--- src/rtl/sprite_position_renderer.sv ---
// Latches signed movement offsets once per frame, clamps the sprite rectangle to the
// visible area, reports its four edges and flags scan pixels that fall inside it.
module sprite_position_renderer #(
    parameter int SPRITE_H = 8,
    parameter int SPRITE_W = 8,
    parameter int BASE_ROW = 236,
    parameter int BASE_COL = 316,
    parameter int V_ACTIVE = 480,
    parameter int H_ACTIVE = 640,
    parameter int PW       = 11
) (
    input  logic          clk,
    input  logic          rst,
    input  logic [PW-1:0] row_offset,
    input  logic [PW-1:0] column_offset,
    input  logic          frame_start,
    input  logic          video_on,
    input  logic [PW-1:0] pixel_row,
    input  logic [PW-1:0] pixel_column,
    output logic [PW-1:0] pixel1_row_pos,
    output logic [PW-1:0] pixel2_row_pos,
    output logic [PW-1:0] pixel3_column_pos,
    output logic [PW-1:0] pixel4_column_pos,
    output logic          sprite_on,
    output logic          offset_clamped,
    output logic          pos_valid
);

    typedef enum logic [1:0] {IDLE, LATCH, CLAMP, ACTIVE} state_t;

    localparam logic signed [PW:0] BASE_ROW_S = (PW+1)'(BASE_ROW);
    localparam logic signed [PW:0] BASE_COL_S = (PW+1)'(BASE_COL);
    localparam logic signed [PW:0] ROW_MAX    = (PW+1)'(V_ACTIVE - SPRITE_H);
    localparam logic signed [PW:0] COL_MAX    = (PW+1)'(H_ACTIVE - SPRITE_W);
    localparam logic [PW-1:0]      ROW_SPAN   = PW'(SPRITE_H - 1);
    localparam logic [PW-1:0]      COL_SPAN   = PW'(SPRITE_W - 1);
    localparam logic [PW-1:0]      TOP_RESET  = PW'(BASE_ROW);
    localparam logic [PW-1:0]      LEFT_RESET = PW'(BASE_COL);

    state_t            state;
    logic [PW-1:0]     row_shadow;
    logic [PW-1:0]     column_shadow;
    logic signed [PW:0] row_ext, column_ext;
    logic signed [PW:0] top_sum, left_sum;
    logic [PW-1:0]     top_next, left_next;
    logic              row_clip, column_clip;

    // One guard bit keeps BASE + most-negative offset from wrapping before the clamp.
    always_comb begin
        // NOTE: every output gets a default first so no path leaves a latch behind.
        row_ext     = {row_shadow[PW-1], row_shadow};
        column_ext  = {column_shadow[PW-1], column_shadow};
        top_sum     = BASE_ROW_S + row_ext;
        left_sum    = BASE_COL_S + column_ext;
        top_next    = top_sum[PW-1:0];
        left_next   = left_sum[PW-1:0];
        row_clip    = 1'b0;
        column_clip = 1'b0;

        if (top_sum[PW]) begin
            top_next = '0;
            row_clip = 1'b1;
        end else if (top_sum > ROW_MAX) begin
            top_next = ROW_MAX[PW-1:0];
            row_clip = 1'b1;
        end

        if (left_sum[PW]) begin
            left_next   = '0;
            column_clip = 1'b1;
        end else if (left_sum > COL_MAX) begin
            left_next   = COL_MAX[PW-1:0];
            column_clip = 1'b1;
        end
    end

    always_ff @(posedge clk or negedge rst) begin
        if (!rst) begin
            state             <= IDLE;
            row_shadow        <= '0;
            column_shadow     <= '0;
            pixel1_row_pos    <= TOP_RESET;
            pixel2_row_pos    <= TOP_RESET + ROW_SPAN;
            pixel3_column_pos <= LEFT_RESET;
            pixel4_column_pos <= LEFT_RESET + COL_SPAN;
            sprite_on         <= 1'b0;
            offset_clamped    <= 1'b0;
            pos_valid         <= 1'b0;
        end else begin
            // NOTE: non-blocking assignments so every register sees pre-edge values.
            case (state)
                IDLE, ACTIVE: begin
                    if (frame_start) begin
                        row_shadow    <= row_offset;
                        column_shadow <= column_offset;
                        state         <= LATCH;
                    end
                end
                LATCH: state <= CLAMP;
                CLAMP: begin
                    pixel1_row_pos    <= top_next;
                    pixel2_row_pos    <= top_next + ROW_SPAN;
                    pixel3_column_pos <= left_next;
                    pixel4_column_pos <= left_next + COL_SPAN;
                    offset_clamped    <= row_clip | column_clip;
                    pos_valid         <= 1'b1;
                    state             <= ACTIVE;
                end
                default: state <= IDLE;
            endcase

            // Compares against the edges as registered before this edge.
            sprite_on <= video_on
                       && (pixel_row    >= pixel1_row_pos)    && (pixel_row    <= pixel2_row_pos)
                       && (pixel_column >= pixel3_column_pos) && (pixel_column <= pixel4_column_pos);
        end
    end

endmodule

--- config.mk ---
export PLATFORM = sky130hd
export DESIGN_NAME = sprite_position_renderer
export DESIGN_NICKNAME = d
export VERILOG_FILES = /design/src/rtl/sprite_position_renderer.sv
export SDC_FILE = /design/constraint.sdc
export NUM_CORES = 1
export LEC_CHECK = 0
export CORE_AREA = 2 2 107 109
export DETAILED_ROUTE_END_ITERATION = 8
export DIE_AREA = 0 0 109 111
export HOLD_SLACK_MARGIN = 0.06
export PLACE_DENSITY_LB_ADDON = 0.25
export SETUP_SLACK_MARGIN = 0.05
export SLEW_MARGIN = 20
export SYNTH_ARGS = -nofsm -noshare
export SYNTH_HDL_FRONTEND = slang
export SYNTH_SLANG_ARGS = --single-unit
--- constraint.sdc ---
create_clock -name clk -period 7.3 [get_ports clk]
set_clock_uncertainty 0.1 [all_clocks]
set_input_delay 1.825 -clock clk [delete_from_list [all_inputs] [get_ports clk]]
set_output_delay 1.825 -clock clk [all_outputs]
set_load 0.01 [all_outputs]
==> metrics.md <==
| Metric | Value |
|---|---|
| Outcome | completed |
| Fraction of final layout cells with drive strength greater than 1 | 14.73% |
| Kind of end point of the critical path | flip-flop |
| Type of the worst min-delay path | flip-flop to flip-flop |
| Launching point of the worst reg2reg path | column_shadow[2] |
| Layout Cell Area excl Fill | 0.006185 sq mm |
| Setup crit start | pixel_row[6] |
| Maximum number of buffers from clock root to sink | 2 |
| Initial Util | 43.10% |
| Total of cells resized after clock tree synthesis | 0 |
| Library cell with the highest instance count after synthesis | inv_1 |
| Antenna diode count | 0 |
| Core Rows | 39 |
| Total length of routed wires | 10970 microns |
| Io pins | 95 |
| Via count of the first global-routing pass | 3664 |
| Synthesized area divided by synthesized cell count | 9.744 sq um |
| Setup fix buffers added after clock tree synthesis | 0 |
| Most frequent cells after synthesis | inv_1 (54), ha_1 (52), dfrtp_1 (51) |
| Area leader, netlist | dfrtp_1 |
| Clock period minus worst slack | 3.805 ns |
| Grt ovf | 0 |
| Setup_tns | 0 ns |
| Cts bufs inserted | 9 |
| Sink of the worst hold path | pos_valid |
| IR Drop Worst-Case VDD | 0.0002198 V |
| Clock network latency to the later pin of the worst-skew pair | 0.33 ns |
| Placed inst area | 0.005823 sq mm |
| Worst R2R End | pixel4_column_pos[8] |
| Final hold slack | 0.3689 ns |
| Synthesized instance count | 490 |
| Vias per std cell | 5.296 |
| Start-to-end type of the worst setup path | input pin to flip-flop |
| Simple-Gate Fraction of Synth Area | 14.20% |
| Adder-Cell Fraction of Synth Area | 13.63% |
| Number of cells in the finished layout apart from fillers | 727 |
| Share of synthesized area occupied by flip-flops and latches | 37.74% |
| Number of cells on the worst reg-to-reg path | 12 |
| Main combinational cell family by area after synthesis | compound AO/OA/AOI/OAI gates |
| Slowest-stage cell, CP | a2111oi_0 |
| Number of synthesized register bits | 71 |
| Critical Path AT | 3.89 ns |
| Clock net sink count | 71 |
| Height of the die | 111 microns |
| Global Route Usage Sum | 18.88% |
| Number of DRC violations after detailed routing | 0 |
| Width of the die | 109 microns |
| Detailed-routing iteration count for the pre-antenna-repair pass | 4 |
| Core ar. | 0.01108 sq mm |
| Unrepaired setup endpoints after global routing | false |
| Largest fanout of any net on the critical path | 3 |
| Pin count of the biggest net entering global routing | 78 |
| LEAKAGE | 2.606 nW |
| Critical hold path startpoint | pos_valid |
| Total number of vias | 3850 |
| Power density over cell area | 467.4 mW/mm^2 |
| Max-cap violation count | 0 |
| Initial antenna violation count | 0 |
| Hold Buf Count CTS | 0 |
| DP Cell Count | 711 |
| Synthesized net count | 590 |
| Detailed placement HPWL | 8382 microns |
| Area of the die | 0.01210 sq mm |
| Area growth from synthesis to layout | 29.53% |
| Crit path launch type | input pin |
| Mean routed wirelength per cell | 15.09 microns |
| Final hold violations | 0 |
| Final-report max-slew violation count | 0 |
| Setup slack on the worst flop-to-flop path | 3.60 ns |
| Prevailing post-synth register cell | dfrtp_1 |
| Clock tree from TritonCTS | built |
| Clk Tree Root Cell | clkbuf_16 |
| Initial DRC count | 182 |
| Number of stages on the worst hold path | 1 |
| Count of flip-flops with a built-in enable after synthesis | 0 |
| Reg clk slew, reported paths | 0.06 ns |
| Share of synthesized registers carrying an async set or reset | 100.0% |
| Fillcell total | 1027 |
| Cell type with the highest occurrence count on the critical path | a2111oi_0 |
| Netlist area before placement | 0.004775 sq mm |
| First-pass GRT wire length | 17930 microns |
| Max H-tree Level | 3 |
| # port buffers | 94 |
| Headroom to the max-slew limit | 38.46% |
| Area fraction in compound gates after synthesis | 17.71% |
| Required arrival time at the worst endpoint | 7.39 ns |
| Total design power | 2.891 mW |
| Actual slew at the worst max-slew pin | 0.9231 ns |
| Fraction of synthesized cell area in xor and xnor cells | 3.669% |
| Yosys warns | 0 |
| Setup violation total in the final timing report | 0 |
| Mux share of post-synthesis cell area | 6.892% |
| Fin crit share | 52.12% |
| Synth unique cells | 69 |
| Post-layout nets | 679 |
| Top cell type's share of synthesized area | 26.73% |
| Crit-path max cell delay | 0.47 ns |
| Crit-path cells | clkdlybuf4s50_1, ha_1, a211oi_1, nand2_1, a21o_1, o2111ai_1, a21oi_1, a2111oi_0, a2111oi_0 |
| Cell types occupying the most area after synthesis | dfrtp_1 (27%), ha_1 (14%), dfstp_2 (11%), mux2_2 (5.4%), inv_1 (4.2%) |
| F_max | 262.8 MHz |
| Remaining antenna violation count | 0 |
| Routability Congestion | 0.8309 |
## logic make-up (layout without fill, tap and decap cells)
logic type / Yosys count / in the layout
DFF: 71 / 71
adders and majority gates: 52 / 52
muxes: 30 / 30
AOI/OAI and AO/OA: 116 / 116
xor gates and xnor gates: 20 / 20
and+or+nand+nor: 128 / 128
buffers and inverters: 73 / 167
## worst max path at each step
stage,slack (ns),endpoint,cells after the start
3_5_place_dp,3.13,sprite_on,9
4_1_cts,3.48,sprite_on,9
2_1_floorplan,3.95,sprite_on,8
5_1_grt,3.28,pixel4_column_pos[8],12
3_3_place_gp,3.15,sprite_on,9
6_report,3.50,sprite_on,9
## where the power goes
part	internal [mW]	total, mW	switching [mW]
logic	0.738	1.57	0.832
clock network	0.368	0.538	0.170
registers	0.594	0.782	0.188
total	1.70	2.89	1.19
## final cells by class
| class | instances | area (sq um) | area share [%] |
|---|---|---|---|
| inverter | 54 | 202.7 | 3.277 |
| tap | 143 | 178.9 | 2.893 |
| clock buffer | 10 | 229.0 | 3.702 |
| timing repair buffer | 97 | 958.4 | 15.50 |
| sequential | 71 | 1802 | 29.13 |
| clock inverter | 6 | 132.6 | 2.144 |
| multi-input combinational | 346 | 2681 | 43.35 |
## state kept, by name, indices dropped and copies added, names as in the netlist
register / flops
column_shadow: 11
pixel1_row_pos: 11
pixel2_row_pos: 11
pixel3_column_pos: 11
pixel4_column_pos: 11
row_shadow: 11
state: 2
offset_clamped: 1
pos_valid: 1
sprite_on: 1
## cells in the final DEF, fill, tap and decap left out, drive strengths merged, types with 3 or more instances in the layout
cell type      count
clkdlybuf4s50     93
inv               54
ha                52
dfrtp             51
nor2              35
o21ai             35
nand2             23
mux2              23
dfstp             20
nand3             17
a21oi             17
xnor2             14
nor3              10
clkbuf            10
o21a               9
o211ai             9
nand4              8
nor2b              7
a31oi              7
mux2i              7
xor2               6
a211oi             6
a21o               5
nand2b             4
o22ai              4
bufinv             4
buf                4
o2111ai            3
and2               3
or2                3
o41ai              3
a2111oi            3
a31o               3
or3                3
## stage by stage
stage / setup slack (ns) / utilization [%]
finish: 3.495 / 55.83
global route: 3.276 / 55.83
CTS: 3.485 / 55.83
detailed placement: 3.128 / 52.57
global placement: 3.153 / 52.57
floorplan: 3.946 / -
## routing by layer
metal | track usage, % | routed length [microns] | vias to the layer above | share of wire, %
met5 | 0 | 0 | - | 0
met1 | 27.83 | 5437 | 1828 | 50
met4 | 6.154 | 136 | 0 | 1.2
met2 | 27.70 | 4912 | 80 | 45
li1 | - | - | 1931 | -
met3 | 3.586 | 480 | 11 | 4.4
## critical path, delay by kind of cell
kind,cells,cell delay [ns]
buffers and inverters,1,0.43
AOI/OAI and AO/OA,6,1.19
adders and majority gates,1,0.34
and+or+nand+nor,1,0.11
Note: power is estimated with default switching activity, not from simulation.
